`src/rtl/pipe_pkg.sv`:
```
// Shared encodings and payload packing widths for the generic pipeline stage register.
package pipe_pkg;

    typedef enum logic [1:0] {
        OCC_EMPTY = 2'd0,
        OCC_ONE   = 2'd1,
        OCC_FULL  = 2'd2
    } occ_e;

    localparam int XLEN    = 32;
    localparam int REG_A_W = 5;

    // Caller-side packing widths; each stage packs its fields MSB-first into one vector.
    localparam int IFID_W  = 2 * XLEN;
    localparam int IDEX_W  = 3 * XLEN + 3 * REG_A_W + 16;
    localparam int EXMEM_W = 2 * XLEN + REG_A_W + 8;
    localparam int MEMWB_W = XLEN + REG_A_W + 4;

endpackage

```
`src/rtl/stage_slot.sv`:
```
// One entry of a stage register: a valid bit plus a payload, with load and clear.
module stage_slot
    import pipe_pkg::*;
#(
    parameter int DATA_W      = 128,
    parameter int CLR_PAYLOAD = 1
) (
    input  logic              stg_clk,
    input  logic              reset,
    input  logic              load,
    input  logic              clear,
    input  logic [DATA_W-1:0] d,
    output logic              valid,
    output logic [DATA_W-1:0] q
);

    // NOTE: the payload is reset too, so out_data reads zero rather than X after reset.
    always_ff @(posedge stg_clk or negedge reset) begin
        if (!reset) begin
            valid <= 1'b0;
            q     <= '0;
        end else if (clear) begin
            valid <= 1'b0;
            if (CLR_PAYLOAD != 0) begin
                q <= '0;
            end
        end else if (load) begin
            // NOTE: sequential state uses non-blocking assignments so all flops update together.
            valid <= 1'b1;
            q     <= d;
        end
    end

endmodule

```
`src/rtl/pipe_stage_reg.sv`:
```
// Generic valid/ready pipeline stage register with optional two-entry skid buffer and flush.
module pipe_stage_reg
    import pipe_pkg::*;
#(
    parameter int DATA_W      = 128,
    parameter int SKID        = 1,
    parameter int CLR_PAYLOAD = 1
) (
    input  logic              stg_clk,
    input  logic              reset,
    input  logic              flush,
    input  logic              in_valid,
    output logic              in_ready,
    input  logic [DATA_W-1:0] in_data,
    output logic              out_valid,
    input  logic              out_ready,
    output logic [DATA_W-1:0] out_data,
    output logic [1:0]        occupancy
);

    logic              push;
    logic              pop;
    logic              main_load;
    logic              main_clear;
    logic [DATA_W-1:0] main_d;

    assign push = in_valid & in_ready;
    assign pop  = out_valid & out_ready;

    stage_slot #(
        .DATA_W      (DATA_W),
        .CLR_PAYLOAD (CLR_PAYLOAD)
    ) u_main (
        .stg_clk (stg_clk),
        .reset   (reset),
        .load    (main_load),
        .clear   (main_clear),
        .d       (main_d),
        .valid   (out_valid),
        .q       (out_data)
    );

    generate
        if (SKID != 0) begin : g_skid
            occ_e              state_q;
            occ_e              state_d;
            logic              in_ready_q;
            logic              skid_load;
            logic              skid_clear;
            logic              skid_valid;
            logic [DATA_W-1:0] skid_q;

            stage_slot #(
                .DATA_W      (DATA_W),
                .CLR_PAYLOAD (CLR_PAYLOAD)
            ) u_skid (
                .stg_clk (stg_clk),
                .reset   (reset),
                .load    (skid_load),
                .clear   (skid_clear),
                .d       (in_data),
                .valid   (skid_valid),
                .q       (skid_q)
            );

            always_ff @(posedge stg_clk or negedge reset) begin
                if (!reset) begin
                    state_q    <= OCC_EMPTY;
                    in_ready_q <= 1'b1;
                end else begin
                    state_q    <= state_d;
                    in_ready_q <= (state_d != OCC_FULL);
                end
            end

            // NOTE: every output of this block gets a default first, so no latch is inferred.
            always_comb begin
                state_d    = state_q;
                main_load  = 1'b0;
                main_clear = 1'b0;
                main_d     = in_data;
                skid_load  = 1'b0;
                skid_clear = 1'b0;

                if (flush) begin
                    state_d    = OCC_EMPTY;
                    main_clear = 1'b1;
                    skid_clear = 1'b1;
                end else begin
                    case (state_q)
                        OCC_EMPTY: begin
                            if (push) begin
                                main_load = 1'b1;
                                state_d   = OCC_ONE;
                            end
                        end
                        OCC_ONE: begin
                            if (push && pop) begin
                                main_load = 1'b1;
                            end else if (push) begin
                                skid_load = 1'b1;
                                state_d   = OCC_FULL;
                            end else if (pop) begin
                                main_clear = 1'b1;
                                state_d    = OCC_EMPTY;
                            end
                        end
                        OCC_FULL: begin
                            // Promote the skid entry; an empty skid here can only mean corrupted state.
                            if (pop) begin
                                main_d     = skid_q;
                                main_load  = skid_valid;
                                main_clear = ~skid_valid;
                                skid_clear = 1'b1;
                                state_d    = skid_valid ? OCC_ONE : OCC_EMPTY;
                            end
                        end
                        default: begin
                            state_d    = OCC_EMPTY;
                            main_clear = 1'b1;
                            skid_clear = 1'b1;
                        end
                    endcase
                end
            end

            assign in_ready  = in_ready_q;
            assign occupancy = state_q;
        end else begin : g_single
            assign in_ready  = ~out_valid | out_ready;
            assign occupancy = {1'b0, out_valid};

            always_comb begin
                main_d     = in_data;
                main_load  = 1'b0;
                main_clear = 1'b0;
                if (flush) begin
                    main_clear = 1'b1;
                end else if (push) begin
                    main_load = 1'b1;
                end else if (pop) begin
                    main_clear = 1'b1;
                end
            end
        end
    endgenerate

endmodule

```
`config.mk`:
```
export PLATFORM = sky130hd
export DESIGN_NAME = pipe_stage_reg
export DESIGN_NICKNAME = d
export VERILOG_FILES = /design/src/rtl/pipe_pkg.sv /design/src/rtl/stage_slot.sv /design/src/rtl/pipe_stage_reg.sv
export SDC_FILE = /design/constraint.sdc
export NUM_CORES = 1
export LEC_CHECK = 0
export CAP_MARGIN = 5
export CORE_AREA = 2 2 150 152
export CTS_BUF_LIST = sky130_fd_sc_hd__clkbuf_16
export DETAILED_ROUTE_END_ITERATION = 10
export DIE_AREA = 0 0 152 154
export PLACE_DENSITY = 0.9
export SYNTH_ARGS = -nofsm -noshare
export SYNTH_HDL_FRONTEND = slang
export SYNTH_SLANG_ARGS = --single-unit
```
`constraint.sdc`:
```
create_clock -name stg_clk -period 3.2 [get_ports stg_clk]
set_input_delay 0.64 -clock stg_clk [delete_from_list [all_inputs] [get_ports stg_clk]]
set_output_delay 0.64 -clock stg_clk [all_outputs]
set_load 0.05 [all_outputs]
```
==> results.sh <==
export IMPL_dr_pass1_iters=5
export IMPL_path_max_fanout=10
export IMPL_peakVddDrop_uv=368
export IMPL_hpwlAfterDp_um=19300
export IMPL_cts_sinks=261
export IMPL_wire_per_inst_um=18.0
export IMPL_crit_type="reg -> out"
export IMPL_grt_pass1_vias=9522
export IMPL_num_rows=54
export IMPL_drtIter0Drc=542
export IMPL_seq_area_frac_synth_pct=56.4
export IMPL_rr_worst_depth=5
export IMPL_period_needed_ns=2.63
export IMPL_path_depth=1
export IMPL_postRouteAntennaNets=0
export IMPL_end_kind="output port"
export IMPL_critPathRequiredTime_ns=2.56
export IMPL_rsz0062_at_grt="false"
export IMPL_period_share_pct=82.2
export IMPL_drv_cap=0
export IMPL_die_width_um=152
export IMPL_synth_seq_cells=261
export IMPL_grt_max_degree=100
export IMPL_fin_setup_tns_ns=0
export IMPL_hold_path_class="in -> async"
export IMPL_nNetsFinal=1510
export IMPL_fillers=1542
export IMPL_cts_max_path_buffers=3
export IMPL_worstSkewPairLatency_ns=0.52
export IMPL_dr_total_vias=9304
export IMPL_netlist_cell_type_count=32
export IMPL_cts_tree="yes"
export IMPL_hold_viol=0
export IMPL_avgViaCountPerCell=5.56
export IMPL_post_cts_resized=0
export IMPL_syn_inst=1148
export IMPL_cp_slowest_stage_delay_ns=0.89
export IMPL_track_usage_pct=25.3
export IMPL_worstMarginPinSlew_ns=0.757
export IMPL_p_comb_share_pct=22.4
export IMPL_initial_core_util_pct=53.4
export IMPL_numCtsBuffers=27
export IMPL_port_buffers=264
export IMPL_yosys_warnings=0
export IMPL_cts_hold_fix_buffers=0
export IMPL_cp_arrival_ns=1.99
export IMPL_cts_root_buffer="clkbuf_16"
export IMPL_area_growth_pct=30.2
export IMPL_switchingPower_w=0.00264
export IMPL_setup_viol=0
export IMPL_synth_nets=1281
export IMPL_syn_cell_area_um2=11600
export IMPL_stdcell_area_um2=15100
export IMPL_pin_count=265
export IMPL_cts_clk_slew_worst_paths_ns=0.06
export IMPL_power_density_nw_per_um2=558
export IMPL_r2r_setup_slack_ns=1.20
export IMPL_leakage_nw=7.16
export IMPL_htree_levels=1
export IMPL_antenna_found_initial=2
export IMPL_final_layout_size_suffix_gt1_share_pct=7.54
export IMPL_postRouteWirelength_um=30100
export IMPL_reg2reg_to="u_main.q[90]"
export IMPL_worst_path_max_delay_cell="clkdlybuf4s50_1"
export IMPL_cp_num_buf_inv=1
export IMPL_r2r_start="occupancy[0]"
export IMPL_synth_area_per_cell_um2=10.1
export IMPL_placed_area_um2=14300
export IMPL_grt_pass1_wl_um=49100
export IMPL_dieArea_um2=23400
export IMPL_timing_fmax_mhz=380
export IMPL_core_area_um2=21700
export IMPL_die_height_um=154
export IMPL_finalClockSkew_ns=0.0217
export IMPL_power_internal_w=0.00578
export IMPL_status="complete, no violations"
export IMPL_clockPowerShare_pct=33.6
export IMPL_cp_cell_sequence="clkdlybuf4s50_1"
export IMPL_sw_frac_of_total_pct=31.3
export IMPL_power_share_sequential_pct=44.0
export IMPL_cp_top_family="buffers and inverters"
export IMPL_grt_overflow_total=0
export IMPL_maxSlewHeadroom_pct=49.6
export IMPL_hold_ws_ns=0.159
export IMPL_drc=0
export IMPL_start_kind="flip-flop"
export IMPL_timing_final_max_slew_violations=0
export IMPL_cts_setup_buffers=0
export IMPL_place_congestion=0.784
cells in the mapped netlist (all sizes together):
library cell / n / area (um^2)
and3b: 1 / 10.0
nand2: 387 / 1450
mux2i: 129 / 1290
o21bai: 2 / 15.0
a21o: 1 / 7.51
inv: 1 / 3.75
nor2: 5 / 18.8
a211o: 1 / 8.76
dfrtp: 260 / 6510
o21ba: 1 / 10.0
clkbuf: 5 / 23.8
nor2b: 1 / 6.26
o21ai: 128 / 641
nand4: 2 / 12.5
nand3: 3 / 15.0
dfstp: 1 / 26.3
nand2b: 2 / 20.0
buf: 82 / 657
nand3b: 2 / 27.5
a211oi: 1 / 7.51
a21oi: 131 / 802
and3: 1 / 11.3
a32o: 1 / 10.0
sequential cells by signal (all words and copies together), names as in the netlist:
register	cells
u_main.q	128
u_main.valid	1
in_ready	1
occupancy	2
g_skid.u_skid.q	128
g_skid.u_skid.valid	1
per-layer routing:
metal / track usage, % / vias to the layer above / share of wire, %
met4: 8.41 / 2 / 3.0
li1: - / 4281 / -
met1: 32.9 / 4577 / 40
met3: 5.07 / 71 / 7.0
met2: 42.7 / 373 / 50
met5: 0 / - / 0.043
logic make-up after synthesis:
group / count (synthesis) / share of synthesized area (%)
multiplexers: 129 / 11.1
buffers and inverters: 88 / 5.91
flip-flops: 261 / 56.4
AO/OA/AOI/OAI: 266 / 13.0
AND/OR/NAND/NOR: 404 / 13.6
worst max-delay path by stage:
stage	startpoint	endpoint	slack, ns
2_1_floorplan	u_main.valid	u_main.q[87]	1.41
3_3_place_gp	flush	u_main.q[17]	0.64
3_5_place_dp	flush	u_main.q[29]	0.55
4_1_cts	occupancy[0]	occupancy[0]	0.56
5_1_grt	occupancy[0]	occupancy[0]	0.50
6_report	occupancy[0]	occupancy[0]	0.57
final cells by class:
cell class	instances	area [um^2]	share of cell area, %
Inverter	1	3.75	0.0249
Clock inverter	17	100	0.664
Clock buffer	27	676	4.48
Multi-Input combinational cell	799	4410	29.2
Antenna cell	1	2.50	0.0166
Tap cell	280	350	2.32
Timing Repair Buffer	287	3010	19.9
Sequential cell	261	6530	43.3
stage by stage:
step | worst slack, ns | total power [W] | cells | utilization (%)
6_report | 0.570 | 0.00842 | 1673 | 69.5
2_1_floorplan | 1.41 | 0.00487 | 1148 | -
3_5_place_dp | 0.545 | 0.00565 | 1628 | 66.0
4_1_cts | 0.557 | 0.00847 | 1672 | 69.5
5_1_grt | 0.503 | 0.00874 | 1673 | 69.5
3_3_place_gp | 0.636 | 0.00560 | 1628 | 66.0
power by group through the flow:
stage | registers, W | logic, W | clock network, W
final | 0.00371 | 0.00189 | 0.00283
after global routing | 0.00373 | 0.00199 | 0.00301
after CTS | 0.00371 | 0.00190 | 0.00287
after detailed placement | 0.00376 | 0.00189 | 0
after global placement | 0.00375 | 0.00185 | 0
after floorplan | 0.00432 | 0.000553 | 0
layout by cell type (no fill, tap or decap), types with 2 or more instances in the layout:
master,n
nand2_1,387
clkdlybuf4s50_1,263
dfrtp_1,260
mux2i_1,129
a21oi_1,92
o21ai_0,82
o21ai_1,46
a21oi_2,39
clkbuf_16,27
buf_12,15
buf_4,8
clkinv_1,7
inv_1,6
nor2_1,5
nand4_1,2
nand3_1,2
clkinvlp_4,2
clkinv_2,2
Power figures use the tool's default switching activity.
